$ cat config.mk
export PLATFORM = sky130hd
export DESIGN_NAME = axis_uart_tx_arbiter_flat
export DESIGN_NICKNAME = d
export VERILOG_FILES = /design/src/rtl/axis_uart_tx_arbiter_if.sv /design/src/rtl/axis_uart_tx_arbiter.sv /design/src/flat_wrapper.sv
export SDC_FILE = /design/constraint.sdc
export NUM_CORES = 1
export LEC_CHECK = 0
export ABC_AREA = 0
export CAP_MARGIN = 10
export CORE_MARGIN = 2
export CORE_UTILIZATION = 31
export CTS_CLUSTER_SIZE = 14
export DETAILED_ROUTE_END_ITERATION = 10
export PLACE_DENSITY = 0.79
export SLEW_MARGIN = 20
export SYNTH_ARGS = -nofsm -noshare
export SYNTH_HDL_FRONTEND = slang
export SYNTH_SLANG_ARGS = --single-unit
$ cat constraint.sdc
create_clock -name aclk -period 1.6 [get_ports aclk]
set_input_delay 0.4 -clock aclk [delete_from_list [all_inputs] [get_ports aclk]]
set_output_delay 0.4 -clock aclk [all_outputs]
set_load 0.1 [all_outputs]
$ cat src/rtl/axis_uart_tx_arbiter_if.sv
// Stream bundle for axis_uart_tx_arbiter: NUM_SRC byte sources in, one stream out to UART TX.
// slave is the arbiter's view; master is the surrounding sources + UART TX.
interface axis_uart_tx_arbiter_if #(
    parameter int unsigned NUM_SRC = 4,
    parameter int unsigned DATA_W  = 8
);
    logic [NUM_SRC*DATA_W-1:0] s_tdata;
    logic [NUM_SRC-1:0]        s_tvalid;
    logic [NUM_SRC-1:0]        s_tlast;
    logic [NUM_SRC-1:0]        s_tready;
    logic [DATA_W-1:0]         m_tdata;
    logic                      m_tvalid;
    logic                      m_tready;

    modport slave (
        input  s_tdata, s_tvalid, s_tlast, m_tready,
        output s_tready, m_tdata, m_tvalid
    );

    modport master (
        output s_tdata, s_tvalid, s_tlast, m_tready,
        input  s_tready, m_tdata, m_tvalid
    );
endinterface

$ cat src/rtl/axis_uart_tx_arbiter.sv
// Packet-level round-robin arbiter sharing one UART TX stream between NUM_SRC byte sources,
// with optional inter-packet idle gap and mid-packet stall release.
module axis_uart_tx_arbiter #(
    parameter int unsigned NUM_SRC       = 4,
    parameter int unsigned DATA_W        = 8,
    parameter int unsigned GAP_CYCLES    = 0,
    parameter int unsigned STALL_TIMEOUT = 0
) (
    input  logic                  aclk,
    input  logic                  aresetn,
    axis_uart_tx_arbiter_if.slave bus,
    output logic [NUM_SRC-1:0]    grant,
    output logic                  busy,
    output logic                  err_timeout
);
    localparam int unsigned SelW    = (NUM_SRC > 1) ? $clog2(NUM_SRC) : 1;
    localparam logic [SelW-1:0] LastSrc = SelW'(NUM_SRC - 1);
    localparam logic [15:0]   GapLast  = 16'(GAP_CYCLES - 1);
    localparam logic [15:0]   StallLim = 16'(STALL_TIMEOUT);

    typedef enum logic [1:0] {StIdle, StXfer, StGap} state_e;

    state_e             state_q, state_d;
    logic [SelW-1:0]    sel_q, sel_d;
    logic [SelW-1:0]    last_q, last_d;
    logic [NUM_SRC-1:0] grant_q, grant_d;
    logic [15:0]        gap_q, gap_d;
    logic [15:0]        stall_q, stall_d;
    logic               err_q, err_d;

    logic               pick_found;
    logic [SelW-1:0]    pick_idx;
    logic [SelW-1:0]    cand_idx;
    int unsigned        cand;
    logic [DATA_W-1:0]  tdata_sel;
    logic               tvalid_sel;
    logic               tlast_sel;
    logic               end_pkt;

    // Cyclic search starting one past the previous owner.
    always_comb begin
        pick_found = 1'b0;
        pick_idx   = '0;
        cand       = 0;
        cand_idx   = '0;
        for (int unsigned i = 1; i <= NUM_SRC; i++) begin
            cand = 32'(last_q) + i;
            if (cand >= NUM_SRC) cand = cand - NUM_SRC;
            cand_idx = SelW'(cand);
            if (!pick_found && bus.s_tvalid[cand_idx]) begin
                pick_found = 1'b1;
                pick_idx   = cand_idx;
            end
        end
    end

    always_comb begin
        tdata_sel  = '0;
        tvalid_sel = 1'b0;
        tlast_sel  = 1'b0;
        for (int unsigned i = 0; i < NUM_SRC; i++) begin
            if (sel_q == SelW'(i)) begin
                tdata_sel  = bus.s_tdata[i*DATA_W +: DATA_W];
                tvalid_sel = bus.s_tvalid[i];
                tlast_sel  = bus.s_tlast[i];
            end
        end
    end

    always_comb begin
        state_d      = state_q;
        sel_d        = sel_q;
        last_d       = last_q;
        grant_d      = grant_q;
        gap_d        = gap_q;
        stall_d      = stall_q;
        err_d        = 1'b0;
        end_pkt      = 1'b0;
        bus.m_tdata  = tdata_sel;
        bus.m_tvalid = 1'b0;
        bus.s_tready = '0;

        unique case (state_q)
            StIdle: begin
                if (pick_found) begin
                    sel_d            = pick_idx;
                    last_d           = pick_idx;
                    grant_d          = '0;
                    grant_d[pick_idx] = 1'b1;
                    stall_d          = '0;
                    state_d          = StXfer;
                end
            end
            StXfer: begin
                bus.m_tvalid = tvalid_sel;
                bus.s_tready = grant_q & {NUM_SRC{bus.m_tready}};
                if (tvalid_sel && bus.m_tready && tlast_sel) begin
                    end_pkt = 1'b1;
                end else if (STALL_TIMEOUT != 0) begin
                    // Only a missing source beat counts; UART backpressure never does.
                    if (tvalid_sel) begin
                        stall_d = '0;
                    end else if (stall_q + 16'd1 == StallLim) begin
                        end_pkt = 1'b1;
                        err_d   = 1'b1;
                    end else begin
                        stall_d = stall_q + 16'd1;
                    end
                end
                if (end_pkt) begin
                    grant_d = '0;
                    stall_d = '0;
                    gap_d   = '0;
                    state_d = (GAP_CYCLES != 0) ? StGap : StIdle;
                end
            end
            StGap: begin
                if (gap_q == GapLast) begin
                    gap_d   = '0;
                    state_d = StIdle;
                end else begin
                    gap_d = gap_q + 16'd1;
                end
            end
            default: state_d = StIdle;
        endcase
    end

    always_ff @(posedge aclk) begin
        if (!aresetn) begin
            state_q <= StIdle;
            sel_q   <= '0;
            last_q  <= LastSrc;
            grant_q <= '0;
            gap_q   <= '0;
            stall_q <= '0;
            err_q   <= 1'b0;
        end else begin
            state_q <= state_d;
            sel_q   <= sel_d;
            last_q  <= last_d;
            grant_q <= grant_d;
            gap_q   <= gap_d;
            stall_q <= stall_d;
            err_q   <= err_d;
        end
    end

    assign grant       = grant_q;
    assign busy        = (state_q != StIdle);
    assign err_timeout = err_q;
endmodule

$ cat src/flat_wrapper.sv
// flat-port wrapper written by rule: the top's interface ports become plain ports
module axis_uart_tx_arbiter_flat 
#(
    parameter int unsigned NUM_SRC       = 4,
    parameter int unsigned DATA_W        = 8,
    parameter int unsigned GAP_CYCLES    = 0,
    parameter int unsigned STALL_TIMEOUT = 0
)
  (aclk, aresetn, grant, busy, err_timeout, bus_s_tdata, bus_s_tvalid, bus_s_tlast, bus_m_tready, bus_s_tready, bus_m_tdata, bus_m_tvalid);
  axis_uart_tx_arbiter_if #(.NUM_SRC(NUM_SRC), .DATA_W(DATA_W)) bus_i ();
  input  logic aclk;
  input  logic aresetn;
  output logic [NUM_SRC-1:0] grant;
  output logic busy;
  output logic err_timeout;
  input wire logic [$bits(bus_i.s_tdata)-1:0] bus_s_tdata;
  input wire logic [$bits(bus_i.s_tvalid)-1:0] bus_s_tvalid;
  input wire logic [$bits(bus_i.s_tlast)-1:0] bus_s_tlast;
  input wire logic [$bits(bus_i.m_tready)-1:0] bus_m_tready;
  output wire logic [$bits(bus_i.s_tready)-1:0] bus_s_tready;
  output wire logic [$bits(bus_i.m_tdata)-1:0] bus_m_tdata;
  output wire logic [$bits(bus_i.m_tvalid)-1:0] bus_m_tvalid;
  assign bus_i.s_tdata = bus_s_tdata;
  assign bus_i.s_tvalid = bus_s_tvalid;
  assign bus_i.s_tlast = bus_s_tlast;
  assign bus_i.m_tready = bus_m_tready;
  assign bus_s_tready = bus_i.s_tready;
  assign bus_m_tdata = bus_i.m_tdata;
  assign bus_m_tvalid = bus_i.m_tvalid;
  axis_uart_tx_arbiter #(.NUM_SRC(NUM_SRC), .DATA_W(DATA_W), .GAP_CYCLES(GAP_CYCLES), .STALL_TIMEOUT(STALL_TIMEOUT)) u_core (.aclk(aclk), .aresetn(aresetn), .bus(bus_i), .grant(grant), .busy(busy), .err_timeout(err_timeout));
endmodule
==> results.toml <==
[yosys]
syn_area_per_cell_um2 = 10.3
ys_seq_elements = 9
seq_area_frac_synth = 0.247
synth_area_um2 = 728
synth.net_count = 114
synth_edf_count = 0
async_flop_share = 0
ys_types = 32
synth_ff_type = "dfxtp_1"
yosys_warnings = 0
syn_inst = 71

[critical_path]
timing.rr.end = "u_core.grant[0]"
crit_slowest_cell = "mux4_2"
critPathRequiredTime_ns = 1.20
critPathMaxStageDelay_ns = 0.51
critPathKind = "in2out"
crit_path_cell_trace = "clkdlybuf4s50_1 -> mux4_2 -> buf_12"
critPathMaxFanout = 1
r2r_cells = 7
cp-end-kind = "primary output"
worstPathArrival_ns = 1.53
r2r-start = "u_core.sel_q[0]"
cp-start-kind = "input pin"
r2r_setup_slack_ns = -0.10
startpoint = "bus_s_tdata[13]"

[final_layout]
n_antenna_cell = 0
nNetsFinal = 193
area_growth_syn_to_layout_pct = 145
utilization = 0.805
fin_area_um2 = 1780
multi_input_area_um2 = 598
drive_above_1_share = 0.490
final-seq-area_um2 = 191
layoutNonFillerInstCount = 177
nFillCells = 124

[grt]
grt_busiest_layer = "met2"
grt_use_met1 = 0.254
met2_usage = 0.410
grt-ovfl-total = 0
grt_use_met3 = 0.0714
antenna_found_initial = 0
grt_pass1_wl_um = 4470
grt_max_degree = 12
grt_pass1_vias = 871
gr-usage-all-layers = 0.226

[detailed_routing]
firstDrtPassIters = 4
drt_iter0_drc = 15
ant_nets = 0
drc_errors = 0
avgViaCountPerCell = 5.50
vias = 973
wire_per_inst_um = 19.4
wl_um = 3430

[clock_network]
insertion_delay_ns = 0.27
root_buffer = "clkbuf_4"
path_clk_slew_ns = 0.06
clock-sinks = 9
cts_tree = "done"
numCtsBuffers = 3
htree_levels = 1
clock_path_buffers = 2

[sta]
setup_viol = 14
maxSlewViolCount = 0
fin_ws_ns = -0.326
fmax_ghz = 0.519
holdWs_ns = 0.503
hold_violations = 0
rsz0062_at_grt = "yes"
min_period_ns = 1.93
fin_skew_ns = 0.00497
finalCritPeriodShare = 1.20
tns_ns = -3.09

[place]
gp_congestion = 0.860
placed_cells = 170
io_buffers = 60
placed_area_um2 = 1670
place_hpwl_um = 2550
dp_worst_setup_slack_ns = -0.499

[floorplan]
initial_core_util = 0.329
coreArea_um2 = 2210
ioPinCount = 62
dieWidth_um = 52.5
rows = 17
die_height_um = 52.5
die_area_um2 = 2750

[pwr]
finalPower_mw = 1.47
power_leakage_nw = 0.749
power.density_nw_per_um2 = 825
ir_drop_mv = 0.665

[min_path]
hp-class = "reg2reg"
worstHoldEndpoint = "u_core.grant[3]"
hold_path_depth = 2
hold_path_startpoint = "u_core.grant[3]"

[run_status]
violations = "negative setup slack"
status = "complete, but fails checks"

[job]
drv_cap = 0
[Yosys cell counts (2+ instances only)]
library cell | instances | area share
inv_1 | 2 | 0.010
or2_2 | 2 | 0.017
nor2_1 | 4 | 0.021
nand2_1 | 5 | 0.026
nand2b_1 | 2 | 0.017
dfxtp_1 | 9 | 0.25
a21oi_1 | 6 | 0.041
nor3_1 | 2 | 0.014
and3_1 | 4 | 0.034
mux4_2 | 9 | 0.28
buf_4 | 2 | 0.021
o21ai_0 | 4 | 0.027
[flip-flops by register name, summed over array words and instances (netlist names)]
register / flops
u_core.grant: 4
u_core.last_q: 2
u_core.sel_q: 2
u_core.state_q: 1
[cell type report]
class / count / share of cell area
timing repair buffer: 77 / 0.517
multi-input combinational: 57 / 0.336
sequential: 9 / 0.108
tap: 28 / 0.0197
clock buffer: 3 / 0.0126
inverter: 2 / 0.00422
clock inverter: 1 / 0.00281
[placed cells by master (no fill, tap or decap), types with 2 or more instances in the layout]
master	Yosys	layout
nor3_1	2	2
clkbuf_4	0	3
buf_12	0	19
buf_4	2	14
and3_4	0	4
nand2b_1	2	2
dfxtp_2	0	6
dfxtp_1	9	2
clkdlybuf4s50_1	0	21
o21ai_1	1	2
buf_6	0	2
nor2_1	4	4
o21ai_0	4	2
or2_2	2	2
dlygate4sd2_1	0	16
a21oi_1	6	5
mux4_2	9	10
inv_1	2	2
dlymetal6s2s_1	0	5
nand2_1	5	4
[kinds of logic (layout without fill, tap and decap cells)]
logic type	Yosys count	after routing	synth area share
DFF	9	9	0.247
other	1	1	0.00515
muxes	10	10	0.314
buffers and inverters	5	83	0.0378
AOI/OAI and AO/OA	21	21	0.196
and+or+nand+nor	25	25	0.199
[worst max-delay path: cells and delay by family]
kind / cells / cell delay (ns)
multiplexers: 1 / 0.51
buffers and inverters: 2 / 0.61
[layer usage]
| layer | routed length (um) | part of all wire | up-vias |
|---|---|---|---|
| met5 | 0 | 0 | - |
| met4 | 115 | 0.033 | 0 |
| met3 | 376 | 0.11 | 12 |
| met2 | 1710 | 0.50 | 61 |
| met1 | 1230 | 0.36 | 462 |
| li1 | - | - | 438 |
[timing repair]
action / CTS / global route
buffers inserted: 1 / 2
setup endpoints to repair: 20 / 14
resized for setup: 19 / 18
pin swaps: 3 / 6
hold buffers: 0 / 0
[report_power, final]
group	internal (mW)	total [mW]	leakage (nW)	switching, mW
clock	0.0928	0.186	0.0177	0.0931
combinational	0.430	0.994	0.654	0.565
sequential	0.250	0.288	0.0772	0.0375
[worst max path at each step]
stage / to / slack, ns / cells past startpoint
floorplan: bus_m_tdata[0] / -0.05 / 2
global placement: bus_m_tvalid / -0.50 / 4
detailed placement: bus_m_tvalid / -0.50 / 4
CTS: bus_m_tdata[5] / -0.32 / 3
global route: bus_m_tdata[6] / -0.34 / 3
finish: bus_m_tdata[5] / -0.33 / 3
No activity file was read; power rests on OpenSTA's default activity.
